**src/rtl/servgrid_heartbeat_mon.sv**
```systemverilog
// ---------------------------------------------------------------------------
// servgrid_heartbeat_mon
//
// Per-core liveness monitor for a servgrid array of SERV cores. Each core's
// q (GPIO/blinky) line is edge-detected. A saturating counter records the
// toggles on each channel, and an idle timer measures the time since the
// last toggle. A channel that stays idle for TIMEOUT cycles is flagged as
// stuck, and a sticky error bit is latched for it. The status and counters
// are exposed on a Wishbone-classic slave. o_irq is a registered OR of the
// latched error bits.
//
// Ports
//   wb_clk    : system clock. i_q is synchronous to this clock.
//   wb_rst    : asynchronous, active-high reset. Clears all state.
//   i_q       : q outputs from servgrid. Bit n corresponds to core n.
//   i_wb_adr  : byte address. Only bits [7:2] (the word index) are decoded.
//   i_wb_dat  : write data.
//   i_wb_we   : write enable.
//   i_wb_stb  : strobe. cyc is implied by stb.
//   o_wb_rdt  : read data. Valid together with o_wb_ack.
//   o_wb_ack  : single-cycle acknowledge.
//   o_stuck   : live stuck vector, one bit per channel.
//   o_irq     : registered OR of the err bits.
//
// Register map (word index), unused bits read 0
//   0       stuck        RO
//   1       err          W1C per bit
//   2       alive        RO
//   3       ID           RO  {8'h5B, NCORES, CNT_W, 8'h01}
//   4+n     cnt[n]       RW  Any write clears the counter.
//                            Words with n >= NCORES read as 0.
// ---------------------------------------------------------------------------
module servgrid_heartbeat_mon #(
    parameter int NCORES  = 16,
    parameter int CNT_W   = 16,
    parameter int TIMEOUT = 100000,
    parameter int TO_W    = 24
) (
    input  logic              wb_clk,
    input  logic              wb_rst,
    input  logic [NCORES-1:0] i_q,
    input  logic [31:0]       i_wb_adr,
    input  logic [31:0]       i_wb_dat,
    input  logic              i_wb_we,
    input  logic              i_wb_stb,
    output logic [31:0]       o_wb_rdt,
    output logic              o_wb_ack,
    output logic [NCORES-1:0] o_stuck,
    output logic              o_irq
);

    localparam logic [31:0]     ID_WORD   = {8'h5B, 8'(NCORES), 8'(CNT_W), 8'h01};
    localparam logic [TO_W-1:0] TO_MAX    = TO_W'(TIMEOUT);
    localparam logic [TO_W-1:0] TO_PRE    = TO_W'(TIMEOUT - 1);
    localparam logic [CNT_W-1:0] CNT_FULL = '1;

    // -----------------------------------------------------------------------
    // State
    // -----------------------------------------------------------------------
    logic [NCORES-1:0]             q_prev_q;
    logic [NCORES-1:0][CNT_W-1:0]  cnt_q,   cnt_d;
    logic [NCORES-1:0][TO_W-1:0]   timer_q, timer_d;
    logic [NCORES-1:0]             stuck_q, stuck_d;
    logic [NCORES-1:0]             err_q,   err_d;
    logic [NCORES-1:0]             alive_q, alive_d;
    logic                          ack_q,   ack_d;
    logic [31:0]                   rdt_q,   rdt_d;
    logic                          irq_q;

    // -----------------------------------------------------------------------
    // Bus decode
    // -----------------------------------------------------------------------
    // An access is performed on the cycle in which ack is being raised. This
    // cycle is the clock edge that registers ack_d = 1. Holding stb high
    // therefore produces an access on every other cycle.
    logic       access;
    logic       wr_en;
    logic [5:0] word;
    logic [NCORES-1:0] err_clr;
    logic [NCORES-1:0] cnt_clr;
    logic [NCORES-1:0] edge_det;
    logic [NCORES-1:0] stuck_set;

    assign access = i_wb_stb & ~ack_q;
    assign wr_en  = access & i_wb_we;
    assign word   = i_wb_adr[7:2];

    assign err_clr  = (wr_en && word == 6'd1) ? i_wb_dat[NCORES-1:0] : '0;
    assign edge_det = i_q ^ q_prev_q;

    // The address bits outside [7:2] are not decoded. The data bits above
    // NCORES are not used either.
    logic unused_bits;
    assign unused_bits = ^{i_wb_adr[31:8], i_wb_adr[1:0], i_wb_dat};

    // -----------------------------------------------------------------------
    // Per-channel next state
    // -----------------------------------------------------------------------
    always_comb begin
        cnt_d     = cnt_q;
        timer_d   = timer_q;
        stuck_d   = stuck_q;
        alive_d   = alive_q;
        cnt_clr   = '0;
        stuck_set = '0;
        for (int n = 0; n < NCORES; n++) begin
            cnt_clr[n] = wr_en && (word == 6'(4 + n));

            // A counter clear on the same cycle as an edge keeps that edge.
            if (cnt_clr[n]) begin
                cnt_d[n] = edge_det[n] ? CNT_W'(1) : '0;
            end else if (edge_det[n] && cnt_q[n] != CNT_FULL) begin
                cnt_d[n] = cnt_q[n] + CNT_W'(1);
            end

            // The timer is one step away from TIMEOUT and no edge arrived.
            // stuck rises together with the timer reaching TIMEOUT, which
            // gives exactly TIMEOUT cycles of detection latency. The timer
            // then holds at TIMEOUT, so this condition can only pulse once
            // per idle period.
            stuck_set[n] = !edge_det[n] && (timer_q[n] == TO_PRE);

            if (edge_det[n]) begin
                timer_d[n] = '0;
                stuck_d[n] = 1'b0;
                alive_d[n] = 1'b1;
            end else begin
                if (timer_q[n] != TO_MAX) begin
                    timer_d[n] = timer_q[n] + TO_W'(1);
                end
                if (stuck_set[n]) begin
                    stuck_d[n] = 1'b1;
                end
            end
        end
    end

    // A set of an err bit wins over a W1C clear that arrives on the same cycle.
    assign err_d = (err_q & ~err_clr) | stuck_set;

    // -----------------------------------------------------------------------
    // Read mux (returns pre-update values)
    // -----------------------------------------------------------------------
    always_comb begin
        rdt_d = rdt_q;
        ack_d = i_wb_stb & ~ack_q;
        if (access) begin
            rdt_d = '0;
            case (word)
                6'd0: rdt_d[NCORES-1:0] = stuck_q;
                6'd1: rdt_d[NCORES-1:0] = err_q;
                6'd2: rdt_d[NCORES-1:0] = alive_q;
                6'd3: rdt_d             = ID_WORD;
                default: begin
                    for (int n = 0; n < NCORES; n++) begin
                        if (word == 6'(4 + n)) begin
                            rdt_d[CNT_W-1:0] = cnt_q[n];
                        end
                    end
                end
            endcase
        end
    end

    // -----------------------------------------------------------------------
    // Registers
    // -----------------------------------------------------------------------
    always_ff @(posedge wb_clk or posedge wb_rst) begin
        if (wb_rst) begin
            q_prev_q <= '0;
            cnt_q    <= '0;
            timer_q  <= '0;
            stuck_q  <= '0;
            err_q    <= '0;
            alive_q  <= '0;
            ack_q    <= 1'b0;
            rdt_q    <= '0;
            irq_q    <= 1'b0;
        end else begin
            q_prev_q <= i_q;
            cnt_q    <= cnt_d;
            timer_q  <= timer_d;
            stuck_q  <= stuck_d;
            err_q    <= err_d;
            alive_q  <= alive_d;
            ack_q    <= ack_d;
            rdt_q    <= rdt_d;
            irq_q    <= |err_q;
        end
    end

    assign o_wb_rdt = rdt_q;
    assign o_wb_ack = ack_q;
    assign o_stuck  = stuck_q;
    assign o_irq    = irq_q;

endmodule

```
**config.mk**
```make
export PLATFORM = sky130hd
export DESIGN_NAME = servgrid_heartbeat_mon
export DESIGN_NICKNAME = d
export VERILOG_FILES = /design/src/rtl/servgrid_heartbeat_mon.sv
export SDC_FILE = /design/constraint.sdc
export NUM_CORES = 2
export LEC_CHECK = 0
export ABC_AREA = 1
export BUFFER_PORTS_ARGS = -buffer_cell sky130_fd_sc_hd__buf_2
export CAP_MARGIN = 20
export CORE_MARGIN = 8
export CORE_UTILIZATION = 40
export CTS_CLUSTER_SIZE = 20
export DETAILED_ROUTE_END_ITERATION = 10
export HOLD_SLACK_MARGIN = 0.05
export PLACE_DENSITY = 0.58
export SYNTH_ARGS = -nofsm -noshare
export SYNTH_HDL_FRONTEND = slang
export SYNTH_SLANG_ARGS = --single-unit
```
**constraint.sdc**
```tcl
create_clock -name wb_clk -period 65 [get_ports wb_clk]
set_clock_uncertainty 0.05 [all_clocks]
set_input_delay 13 -clock wb_clk [delete_from_list [all_inputs] [get_ports wb_clk]]
set_output_delay 13 -clock wb_clk [all_outputs]
set_load 0.05 [all_outputs]
```
==> metrics.md <==
| Metric | Value |
|---|---|
| Status | `finished, final reports clean` |
| Simple-gate share of the synthesized area | `30.5%` |
| Top-count cell post-synth | `nand2_1` |
| Synth area leaders | `dfrtp_1 46%, nand2_1 9.0%, inv_1 6.9%` |
| Peak VDD IR | `0.0000216 V` |
| Final period util | `24.0%` |
| Initial core utilization | `40.3%` |
| Via density per instance | `5.25` |
| Post-route insts no fill | `6,636` |
| Clk root buf | `clkbuf_16` |
| Drt drc | `0` |
| Storage element area | `0.0181 sq mm` |
| GP Congestion | `0.946` |
| Mapped Area | `0.0396 sq mm` |
| P per Cell Area | `27.7 mW/mm^2` |
| Min Clock Period, post-route | `15,600 ps` |
| Relative slew slack | `25.4%` |
| First-pass GRT wire length | `174 mm` |
| Die Y | `331 um` |
| Antenna violations before repair | `1` |
| DR WL/cell | `16.0 um` |
| Register clock-pin slew on the reported worst setup and hold paths | `60 ps` |
| Share of cells above drive strength 1 | `9.35%` |
| Fmax | `64.1 MHz` |
| Hold Crit Class | `register to register` |
| Async set-reset flop share out of synthesis | `100%` |
| Top cell family by delay on the critical path | `simple AND/OR/NAND/NOR gates` |
| Post-cts resize count | `0` |
| Rows | `115` |
| RSZ-0062 raised after global routing | `no` |
| Worst-Margin Slew | `1120 ps` |
| Largest family of logic cells by synthesized area | `simple AND/OR/NAND/NOR gates` |
| Initial DRC Count | `2,959` |
| Filler cells | `9,914` |
| Largest net degree at the start of global routing | `174` |
| Num CTS Buffers | `88` |
| Top cells by count, synth | `946 x nand2_1, 723 x dfrtp_1, 723 x inv_1` |
| Register area share after synthesis | `45.7%` |
| Post-CTS Repair Setup Buffers | `0` |
| Placed Cells | `6,477` |
| Max-cap viol count | `0` |
| Most common flop cell mapped by yosys | `dfrtp_1` |
| Skew-Pair Late Insertion Delay | `640 ps` |
| Post-Synth Adder-Cell Area | `1.52%` |
| Core area | `0.0983 sq mm` |
| EDFF count, synth | `0` |
| Die ar. | `0.109 sq mm` |
| Synth Area in Compound Gates | `12.3%` |
| Area leader, netlist | `dfrtp_1` |
| Max Fanout on Critical Path | `11` |
| Worst EP required | `65,480 ps` |
| Final ANT Viol Nets | `0` |
| Port bufs | `81` |
| Worst setup EP type | `register` |
| Total global routing overflow | `0` |
| P_leak | `20.1 nW` |
| Vias post-DR | `34,900` |
| Cell chain of the critical path | `buf_2 > nor2_2 > nand2_1 > nor2_2 > inv_1 > nor2_1 > inv_1 > nand2_1 > a31oi_1 > a311oi_1` |
| Syn. warnings | `0` |
| CP max stage cell | `nor2_1` |
| Critical path class | `input port to register` |
| Antenna Cells | `0` |
| Final WL | `106 mm` |
| Yosys top cell area share | `45.7%` |
| Drt first pass iters | `6` |
| H-tree depth | `3` |
| Seq cells post-synth | `723` |
| Crit path buf inv count | `3` |
| I/O pin count | `134` |
| Startpoint types | `input port` |
| Vias in the first global route | `33,200` |
| # nets final | `5,413` |
| Clock buffer depth | `3` |
| Post-synth cell types | `70` |
| All-layer global routing usage | `19.3%` |
| Die X | `331 um` |
| Hold buffers post-CTS | `0` |
| Avg Cell Area, Syn | `7.66 sq um` |
| Post-DP HPWL | `76.3 mm` |
| WP data arrival | `16,080 ps` |
| Final setup fails | `0` |
| Final hold violations | `0` |
| Max stage delay on crit path | `700 ps` |
| Mux share of post-synthesis cell area | `0%` |
| Area Growth Syn to Fin | `12.2%` |
| Slew Limit Fails | `0` |
| CTS tree | `done` |
| Mapped Cells | `5,168` |
| Setup TNS | `0 ps` |
| XOR/XNOR Fraction of Synth Area | `1.59%` |
| Footprint of the multi-input gates | `0.0183 sq mm` |
| Clk sinks | `723` |
==> routing by layer <==
layer	vias to the layer above	track usage, %	routed length, um
met4	0	5.11	2490
met5	-	0	0
met1	16600	28.0	51200
li1	17400	-	-
met2	753	30.1	46700
met3	156	2.68	5840
==> final cells by class <==
| type | instances | share of cell area (%) |
|---|---|---|
| Clock buffer | 130 | 5.86 |
| Clock inverter | 28 | 0.617 |
| Inverter | 752 | 6.38 |
| Multi-Input combinational cell | 3601 | 41.2 |
| Sequential cell | 723 | 40.7 |
| Tap cell | 1287 | 3.63 |
| Timing Repair Buffer | 115 | 1.57 |
==> state kept, by name (all words and copies together) (netlist names) <==
name and count:
alive_q 16, cnt_q 256, err_q 16, o_irq 1
o_stuck 16, o_wb_ack 1, o_wb_rdt 17, q_prev_q 16
timer_q 384
==> worst paths after layout <==
| kind | end | start | slack, ps | cells after the start |
|---|---|---|---|---|
| worst max-delay path | cnt_q[172]$_DFFE_PP0P_ | i_wb_adr[6] | 49400 | 10 |
| worst min-delay path | alive_q[0]$_DFFE_PP0N_ | alive_q[0]$_DFFE_PP0N_ | 400 | 2 |
| worst max register to register | cnt_q[223]$_DFFE_PP0P_ | o_wb_ack$_DFF_PP0_ | 61850 | 13 |
| worst min register to register | alive_q[0]$_DFFE_PP0N_ | alive_q[0]$_DFFE_PP0N_ | 400 | 2 |
| max in group asynchronous | cnt_q[218]$_DFFE_PP0P_ | wb_rst | 50820 | 3 |
| min in group asynchronous | timer_q[35]$_DFFE_PP0P_ | wb_rst | 12430 | 2 |
==> worst min-delay path, stage by stage, from the launching register on <==
cell and delay (ps):
dfrtp_1 320, inv_1 40, nand2_1 50
==> report_power, final <==
part	internal, mW	switching [mW]	total [mW]
combinational	0.0596	0.123	0.183
sequential	0.501	0.0557	0.557
clock	0.292	0.199	0.491
==> kinds of logic (layout without fill, tap and decap cells) <==
logic type / count (synthesis) / after routing
buffers and inverters: 853 / 1025
xor gates and xnor gates: 72 / 72
and+or+nand+nor: 2591 / 2591
other: 1 / 10
AOI/OAI and AO/OA: 880 / 880
adders and majority gates: 48 / 48
DFF: 723 / 723
==> metrics by stage <==
step | util, % | worst slack (ps) | hold WS, ps | power, mW | instance area (sq um)
3_3_place_gp | 42.2 | 48800 | 381 | 0.741 | 41500
4_1_cts | 45.2 | 49440 | 403 | 1.24 | 44400
2_1_floorplan | - | 31670 | 369 | 0.685 | 39600
5_1_grt | 45.2 | 49280 | 417 | 1.30 | 44400
6_report | 45.2 | 49400 | 398 | 1.23 | 44400
3_5_place_dp | 42.2 | 48750 | 386 | 0.745 | 41500
==> cell usage in the layout (no fill, tap or decap), types with 7 or more instances in the layout <==
cell type / Yosys / layout
inv_1: 723 / 722
a221oi_1: 11 / 11
clkbuf_16: 0 / 89
o22ai_1: 11 / 11
nand4_1: 157 / 157
o21ai_1: 7 / 7
a21oi_1: 361 / 361
nor2_4: 11 / 12
a31oi_1: 35 / 35
nor2_2: 74 / 76
xnor2_1: 25 / 14
dfrtp_1: 723 / 723
o21ai_0: 344 / 344
nand2_1: 946 / 946
clkbuf_8: 0 / 22
nand3_1: 298 / 298
nand2_2: 26 / 26
o21a_1: 18 / 18
nor3b_1: 30 / 30
nor4_1: 86 / 86
clkinv_2: 0 / 13
nand3_2: 13 / 13
buf_4: 18 / 31
or2_2: 22 / 22
a41oi_1: 8 / 8
buf_2: 18 / 81
a211oi_1: 32 / 32
clkbuf_1: 60 / 19
nor2_1: 621 / 618
a22oi_1: 8 / 8
conb_1: 1 / 10
or4_1: 7 / 7
nor3_2: 32 / 32
xnor2_2: 0 / 11
xor2_1: 47 / 47
and3_1: 10 / 10
nor3_1: 234 / 234
o31ai_1: 7 / 7
inv_2: 22 / 22
ha_1: 48 / 48
Note: power is estimated with default switching activity, not from simulation.
